[src/rtl/ex_div_unit.sv]
// Iterative RV64M divide/remainder unit for the Ex stage.
// Restoring radix-2 division, one quotient bit per cycle, stalls Id2Ex while busy.
module ex_div_unit #(
  parameter int XLEN  = 64,
  parameter int CNT_W = 7
) (
  input  logic            Clk,
  input  logic            Rst,
  input  logic [6:0]      OpCodeIn,
  input  logic [2:0]      Funct3In,
  input  logic [6:0]      Funct7In,
  input  logic [XLEN-1:0] Rs1ReadDataIn,
  input  logic [XLEN-1:0] Rs2ReadDataIn,
  input  logic [4:0]      RdAddrIn,
  input  logic            FlushIn,
  output logic            DivHoldReq,
  output logic            DivValid,
  output logic [XLEN-1:0] DivResult,
  output logic [4:0]      DivRdAddr
);

  localparam int HALF = XLEN / 2;

  typedef enum logic [1:0] {
    IDLE,
    CALC,
    DONE
  } state_t;

  state_t            state;
  logic [CNT_W-1:0]  cnt;
  logic [XLEN-1:0]   quoReg;
  logic [XLEN-1:0]   remReg;
  logic [XLEN-1:0]   divReg;
  logic [4:0]        rdReg;
  logic              remSel;
  logic              wordSel;
  logic              qNeg;
  logic              rNeg;

  logic              start;
  logic              isSigned;
  logic              isRem;
  logic              isWord;
  logic [XLEN-1:0]   aPrep;
  logic [XLEN-1:0]   bPrep;
  logic              aNeg;
  logic              bNeg;
  logic [XLEN-1:0]   aMag;
  logic [XLEN-1:0]   bMag;
  logic [XLEN-1:0]   minNeg;
  logic              divZero;
  logic              overflow;
  logic              special;
  logic [XLEN-1:0]   specRaw;
  logic [XLEN-1:0]   specResult;

  logic [XLEN:0]     shifted;
  logic [XLEN:0]     diff;
  logic              fit;
  logic [XLEN-1:0]   remNext;
  logic [XLEN-1:0]   quoNext;
  logic [XLEN-1:0]   qFinal;
  logic [XLEN-1:0]   rFinal;
  logic [XLEN-1:0]   calcRaw;
  logic [XLEN-1:0]   calcResult;

  // Decode and operand preparation straight off the Id2Ex register outputs
  always_comb begin
    start    = (Funct7In == 7'b0000001) && Funct3In[2] &&
               ((OpCodeIn == 7'b0110011) || (OpCodeIn == 7'b0111011));
    isSigned = !Funct3In[0];
    isRem    = Funct3In[1];
    isWord   = (OpCodeIn == 7'b0111011);

    if (isWord) begin
      aPrep  = isSigned ? {{HALF{Rs1ReadDataIn[HALF-1]}}, Rs1ReadDataIn[HALF-1:0]}
                        : {{HALF{1'b0}}, Rs1ReadDataIn[HALF-1:0]};
      bPrep  = isSigned ? {{HALF{Rs2ReadDataIn[HALF-1]}}, Rs2ReadDataIn[HALF-1:0]}
                        : {{HALF{1'b0}}, Rs2ReadDataIn[HALF-1:0]};
      minNeg = {{(HALF+1){1'b1}}, {(HALF-1){1'b0}}};
    end else begin
      aPrep  = Rs1ReadDataIn;
      bPrep  = Rs2ReadDataIn;
      minNeg = {1'b1, {(XLEN-1){1'b0}}};
    end

    aNeg = isSigned && aPrep[XLEN-1];
    bNeg = isSigned && bPrep[XLEN-1];
    aMag = aNeg ? -aPrep : aPrep;
    bMag = bNeg ? -bPrep : bPrep;

    divZero  = (bPrep == '0);
    overflow = isSigned && (aPrep == minNeg) && (bPrep == '1);
    special  = divZero || overflow;

    if (divZero) specRaw = isRem ? aPrep : '1;
    else         specRaw = isRem ? '0 : aPrep;
    specResult = isWord ? {{HALF{specRaw[HALF-1]}}, specRaw[HALF-1:0]} : specRaw;
  end

  // One restoring step; the final-cycle result is formed from the step outputs
  always_comb begin
    shifted = {remReg, quoReg[XLEN-1]};
    diff    = shifted - {1'b0, divReg};
    fit     = !diff[XLEN];
    remNext = fit ? diff[XLEN-1:0] : shifted[XLEN-1:0];
    quoNext = {quoReg[XLEN-2:0], fit};

    qFinal     = qNeg ? -quoNext : quoNext;
    rFinal     = rNeg ? -remNext : remNext;
    calcRaw    = remSel ? rFinal : qFinal;
    calcResult = wordSel ? {{HALF{calcRaw[HALF-1]}}, calcRaw[HALF-1:0]} : calcRaw;
  end

  always_ff @(posedge Clk or negedge Rst) begin
    if (!Rst) begin
      state     <= IDLE;
      cnt       <= '0;
      quoReg    <= '0;
      remReg    <= '0;
      divReg    <= '0;
      rdReg     <= '0;
      remSel    <= 1'b0;
      wordSel   <= 1'b0;
      qNeg      <= 1'b0;
      rNeg      <= 1'b0;
      DivResult <= '0;
      DivRdAddr <= '0;
    end else begin
      case (state)
        IDLE: begin
          if (start && !FlushIn) begin
            if (special) begin
              DivResult <= specResult;
              DivRdAddr <= RdAddrIn;
              state     <= DONE;
            end else begin
              // Word dividends sit in the upper half so the MSB-first shift
              // only walks the 32 meaningful bits.
              quoReg  <= isWord ? (aMag << HALF) : aMag;
              remReg  <= '0;
              divReg  <= bMag;
              rdReg   <= RdAddrIn;
              remSel  <= isRem;
              wordSel <= isWord;
              qNeg    <= aNeg ^ bNeg;
              rNeg    <= aNeg;
              cnt     <= isWord ? CNT_W'(HALF - 1) : CNT_W'(XLEN - 1);
              state   <= CALC;
            end
          end
        end
        CALC: begin
          if (FlushIn) begin
            state <= IDLE;
          end else begin
            quoReg <= quoNext;
            remReg <= remNext;
            if (cnt == '0) begin
              DivResult <= calcResult;
              DivRdAddr <= rdReg;
              state     <= DONE;
            end else begin
              cnt <= cnt - 1'b1;
            end
          end
        end
        DONE: state <= IDLE;
        default: state <= IDLE;
      endcase
    end
  end

  // Same-cycle stall and flush kill are combinational by design
  assign DivHoldReq = Rst && !FlushIn &&
                      (((state == IDLE) && start) || (state == CALC));
  assign DivValid   = (state == DONE) && !FlushIn;

endmodule

[config.mk]
export PLATFORM = sky130hd
export DESIGN_NAME = ex_div_unit
export DESIGN_NICKNAME = d
export VERILOG_FILES = /design/src/rtl/ex_div_unit.sv
export SDC_FILE = /design/constraint.sdc
export NUM_CORES = 1
export LEC_CHECK = 0
export ABC_AREA = 1
export BUFFER_PORTS_ARGS = -buffer_cell sky130_fd_sc_hd__buf_2
export CORE_MARGIN = 5
export CORE_UTILIZATION = 25
export DETAILED_ROUTE_END_ITERATION = 10
export GPL_ROUTABILITY_DRIVEN = 0
export PLACE_DENSITY = 0.37
export SETUP_SLACK_MARGIN = 0.02
export SYNTH_ARGS = -nofsm -noshare
export SYNTH_HDL_FRONTEND = slang
export SYNTH_SLANG_ARGS = --single-unit
[constraint.sdc]
create_clock -name Clk -period 5 [get_ports Clk]
set_input_delay 0.25 -clock Clk [delete_from_list [all_inputs] [get_ports Clk]]
set_output_delay 0.25 -clock Clk [all_outputs]
set_load 0.02 [all_outputs]
== After elaboration in Yosys (flattened, before gate mapping) ==
Index checks and enable logic that the tools add are counted.

* Output and inout port bits: 71
* Word-level logic and storage cells: 106
* Flip-flop bits (word level): 279
* Input bits: 153

* Multiplexer cells: 46
* Bitwise logic cells: 2
* Reduce and logical (&&, ||, !) cells: 26
* Eq/ne operators: 14
* Add/subtract/negate cells: 6

{| class="wikitable"
|+ Operators with widths
! cell !! count
|-
| $mux W64 || 26
|-
| $pmux W64 S2 || 3
|-
| $neg A64 Y64 || 4
|-
| $sub A65 B64 Y65 || 1
|-
| $eq A64 B64 Y1 || 1
|-
| $eq A64 B64 Y1 const B || 1
|-
| $logic_not A64 Y1 || 1
|-
| $mux W63 || 1
|-
| $mux W7 || 4
|-
| $mux W5 || 4
|-
| $eq A7 B6 Y1 const B || 2
|-
| $pmux W7 S2 || 1
|-
| $ne A2 B2 Y1 const B || 6
|-
| $logic_and A1 B1 Y1 || 11
|-
| $pmux W5 S2 || 1
|-
| $reduce_and A5 Y1 || 2
|-
| $mux W2 || 4
|-
| $eq A7 B1 Y1 const B || 1
|-
| $logic_not A7 Y1 || 1
|-
| $sub A7 B1 Y7 const B || 1
|-
| $mux W6 || 1
|-
| $pmux W2 S2 || 1
|-
| $reduce_and A4 Y1 || 1
|-
| $logic_not A1 Y1 || 3
|-
| 10 further kinds || 12
|}

== Depth between registers and ports, before layout ==
* Depth in word-level cells: 9
* Gate-level depth with buffers: 38
* Gate-level depth less buffers: 36

== Worst setup path after synthesis ==
Ideal clock, no wire load.

* Path kind: register to register
* Start: reg quoReg[63]
* End: reg DivResult[56]
* Cell stages (with the launch flop): 38
* Path buffers: 2
* Setup time: 117 ps
* Arrival time: 4199 ps
* Slack: 685 ps
* Required time: 4883 ps
* Clock period less this slack: 4315 ps
* Cells stage by stage: dfrtp_1 inv_1 ha_1 fa_1 inv_1 nand3_1 nand2_2 nand2_2 nand2_2 nand2_2 nand2_2 nand2_2 nand2_2 nand2_4 nand2_4 nand2_4 nand2_4 buf_8 [2 not listed] nand2_1 inv_1 nand2_1 nor3_1 inv_1 nor3_1 nand2_1 inv_1 nand2_1 or3_1 o21ai_0 a21oi_1 o21ai_0 nand2_1 nand2_1 nand2_1 nand2_1 nand2_1

* Word-level cells in the longest chain between the ends: 9
* Elaborated cells between the ends (all ways): 12
* Those cells by class: add/sub: 3; mux: 8; reduce/logical: 1

{| class="wikitable"
|+ Ends and longest elaborated chain
! item !! line !! source
|-
| start: declaration || 32 || <nowiki>logic [XLEN-1:0] quoReg;</nowiki>
|-
| start signal: assignment || 141 || <nowiki>quoReg <= isWord ? (aMag << HALF) : aMag;</nowiki>
|-
| start signal: assignment || 158 || <nowiki>quoReg <= quoNext;</nowiki>
|-
| $sub A65 B64 Y65 || 105 || <nowiki>diff = shifted - {1'b0, divReg};</nowiki>
|-
| $mux W64 or $logic_not A1 Y1 (tied branches) || 107, 106 ||
|-
| $neg A64 Y64, on equally long branches || 111, 110 ||
|-
| $mux W64, on equally long branches || 111, 110 ||
|-
| $mux W64 (*) || 112 || <nowiki>calcRaw = remSel ? rFinal : qFinal;</nowiki>
|-
| $mux W64 (*) || 113 || <nowiki>calcResult = wordSel ? {{HALF{calcRaw[HALF-1]}}, calcRaw[HALF-1:0]} : calcRaw;</nowiki>
|-
| $mux W64 (*) || 160 || <nowiki>if (cnt == '0) begin</nowiki>
|-
| $mux W64 (*) || 155 || <nowiki>if (FlushIn) begin</nowiki>
|-
| $pmux W64 S2 (*) || 131 || <nowiki>case (state)</nowiki>
|-
| end signal: assignment || 135 || <nowiki>DivResult <= specResult;</nowiki>
|-
| end signal: assignment || 161 || <nowiki>DivResult <= calcResult;</nowiki>
|-
| end: declaration || 18 || <nowiki>output logic [XLEN-1:0] DivResult,</nowiki>
|}

Every way passes the cells marked *; elsewhere a longest branch is shown, timed or not. The select of a mux whose other input is x is not followed.
A chain may end at the register's enable or synchronous reset.

== Worst setup path in the final report ==
* Start: reg divReg[54]
* End: reg DivResult[27]

* Word-level cells in the longest chain between the ends: 9
* Elaborated cells between the ends (all ways): 12
* Those cells by class: add/sub: 3; mux: 8; reduce/logical: 1

{| class="wikitable"
|+ Ends and longest elaborated chain
! item !! line !! source
|-
| start: declaration || 34 || <nowiki>logic [XLEN-1:0] divReg;</nowiki>
|-
| start signal: assignment || 143 || <nowiki>divReg <= bMag;</nowiki>
|-
| $sub A65 B64 Y65 (*) || 105 ||
|-
| $mux W64 or $logic_not A1 Y1 (tied branches) || 107, 106 ||
|-
| $neg A64 Y64, on equally long branches || 111, 110 ||
|-
| $mux W64, on equally long branches || 111, 110 ||
|-
| $mux W64 (*) || 112 ||
|-
| $mux W64 (*) || 113 ||
|-
| $mux W64 (*) || 160 ||
|-
| $mux W64 (*) || 155 ||
|-
| $pmux W64 S2 (*) || 131 ||
|}

Marks and branches as above.

==> run metrics <==
gr usage total about a quarter; compound-cell area share of the yosys netlist 14.9%; final period utilization 93.4%; fraction of registers with async set/reset 100%; layout cell share with drive strength beyond 1 11.0%; Initial DRT Pass Iterations 5; Psw 2.49 mW; clock buffer depth 3; stages on the worst setup path 28; Sw Ratio 34.4%; CTS clock-pin slew for the worst setup and hold paths 0.06 ns; P_leak 18.0 nW; share of the synthesized area in the top cell type 23.8%; I/O Buffers between 200 and 250; Seq/Total Area, Yosys 23.8%; WHS roughly 0.060 ns; area fraction in and, or, nand and nor cells after synthesis 39.4%; Cell Area, Placed between 30000 and 40000 um2; worst-margin pin slew between 1 and 1.5 ns; Top FF cell, synth dfrtp_1; CP delay by family, top simple AND/OR/NAND/NOR gates; slowest library cell on the worst path ha_1; internal power 4.74 mW; slowest cell delay on critical path approximately 0.37 ns; WHS Path Cells 3; worst path required time 5.47 ns; Die Area 124000 um2; antenna violations before repair 8; Peak VDD IR about 0.22 mV; Hold Crit Class in -> reg; first-pass GRT wire length between 200 and 250 mm; cells on worst reg2reg path 28; Area Growth Syn to Fin 17.1%; CTS tree built; most frequent cells in the layout nand2_1, inv_1, nor2_1; xor/xnor share of the synthesized area under 10%; cell area after layout 34300 um2; Yosys reg bits between 200 and 300; Tmin final 4.67 ns; most used cell, CP nand2_1; CTS Root Cell clkbuf_16; Die Y 352 um; Initial Utilization 25.2%; setup TNS 0 ns; Ports 224; Comb power frac 21.8%; Critical Path AT 5.14 ns; HPWL after DPL 127 mm; GRT met1 Usage between 30% and 40%; H-tree depth 2; drt wl/cell 22.7 um; clock power share 46.8%; largest net degree at the start of global routing ~110; critical path endpoint category register; number of remaining DRC errors 0; Worst-Skew Late Latency roughly 0.6 ns; Critical path buffers and inverters 5; post-synth top area cell dfrtp_1; Setup violations, final 0; clock sink count 279; Post-Synth Adder-Cell Area 3.65%; number of global-route vias before repair 32500; FP Rows 125; max_slew headroom approximately a fifth; remaining antenna violation count 0; Sequential Power Share between 30% and 40%; Area contributors post-synth dfrtp_1, nand2_1, inv_1; synthesized area roughly 29000 um2; Routed WL 155 mm; Avg Inst Size Synth a little under 6 um2; Hold Vio Cnt, Final 0; CP Class reg -> reg; largest family of logic cells by synthesized area simple AND/OR/NAND/NOR gates; Clock Skew 0.0362 ns; GR Layer Usage met2 35.7%; number of synthesis warnings 0; max capacitance violation total 0; RSZ-0062 raised after global routing no; Die X-Extent 352 um; Core Area approximately 120000 um2; busiest grt layer met2; syn_nets ~5300; crit start category register; mux contribution to synthesized area 0.709%; Iter 0 DRT Violations about 3000; distinct cell type count after synthesis 63; most common cell after layout, fill and taps aside nand2_1; Fill cells 13500; nets@finish ~5500; outcome finished clean; GRT overflow 0; Post-synth EDFFs 0; Pwr Density 211 nW/um2; fin. max-slew vios 0; met3 Resource Use GR between 5 and 6%; FMAX 0.214 GHz; routed vias 33500; cells after synthesis between 5000 and 6000; Vias/cell just under 5; cts bufs inserted 41; crit path max fanout 19
-- logic make-up (layout without fill, tap and decap cells) --
family                   Yosys count  in the layout
AO/OA/AOI/OAI                    765            765
XOR/XNOR                         129            129
adder cells (fa/ha/maj)           88             88
buffers and inverters           1009           1264
flip-flops                       279            279
multiplexers                      19             19
other                              0              5
AND/OR/NAND/NOR                 2747           2747
-- Yosys cell counts (all sizes together), types with 26 or more instances --
cell type,count
clkbuf,101
nand2,1694
xnor2,46
nand3b,28
o211ai,29
nor4,26
o21ai,334
ha,71
nand3,294
a31oi,50
buf,85
nor2,526
o22ai,101
inv,817
nand4,59
a21oi,180
nor3,106
dfrtp,279
xor2,83
-- power groups by stage --
| stage | combinational (mW) | sequential [mW] | clock [mW] |
|---|---|---|---|
| 2_1_floorplan | 0.855 | 2.31 | 0 |
| 5_1_grt | 1.72 | 2.27 | 3.55 |
| 3_3_place_gp | 1.56 | 2.31 | 0 |
| 4_1_cts | 1.56 | 2.27 | 3.48 |
| 6_report | 1.57 | 2.27 | 3.38 |
| 3_5_place_dp | 1.55 | 2.31 | 0 |
-- final timing paths --
kind                             startpoint       endpoint  slack (ns)
min in group asynchronous               Rst     remReg[51]        0.16
hold reg to reg               DivResult[63]  DivResult[63]        0.47
hold / removal             Rs2ReadDataIn[0]      divReg[0]        0.06
setup reg to reg                 divReg[54]  DivResult[27]        0.33
max in group asynchronous               Rst     quoReg[37]        3.42
setup / recovery                 divReg[54]  DivResult[27]        0.33
-- state kept, by name (all words and copies together) (netlist names) --
register	flops
wordSel	1
rdReg	5
rNeg	1
remReg	64
DivResult	64
divReg	64
DivRdAddr	5
cnt	7
qNeg	1
remSel	1
quoReg	64
state	2
-- timing repair --
action                                  CTS  global route
gates resized for setup                   0            30
endpoints found under the setup margin    0            42
hold buffers                              6             0
endpoints found under the hold margin    37             0
setup buffers                             0             0
-- layer usage --
layer  vias to the layer above  wire [um]
met5                         -          0
met4                         0       6030
met3                       189      12200
met1                     15800      72900
li1                      16500          -
met2                      1052      64000
-- tightest hold or removal path, cell delays in order --
cell,delay [ns]
buf_2,0.13
inv_1,0.13
o21ai_0,0.10
-- area by class of cell --
type	instances	area, um2	share of cell area (%)
diodes	5	12.5	0.0365
clock buffers	51	1100	3.22
clock inverters	25	400	1.17
inverters	823	3090	9.02
multi-input cells	3748	18400	53.7
flip-flops and latches	279	6980	20.4
well taps	1524	1910	5.56
repair buffers	365	2380	6.93
-- metrics by stage --
step / setup WS [ns] / util [%] / cells / total power, mW
detailed placement: 0.247 / 28.0 / 6733 / 3.86
floorplan: 0.685 / - / 5036 / 3.16
finish: 0.331 / 29.5 / 6820 / 7.23
global placement: 0.304 / 28.0 / 6733 / 3.87
global route: 0.0312 / 29.5 / 6815 / 7.54
CTS: 0.212 / 29.4 / 6815 / 7.31
(Power assumes the default switching activity.)
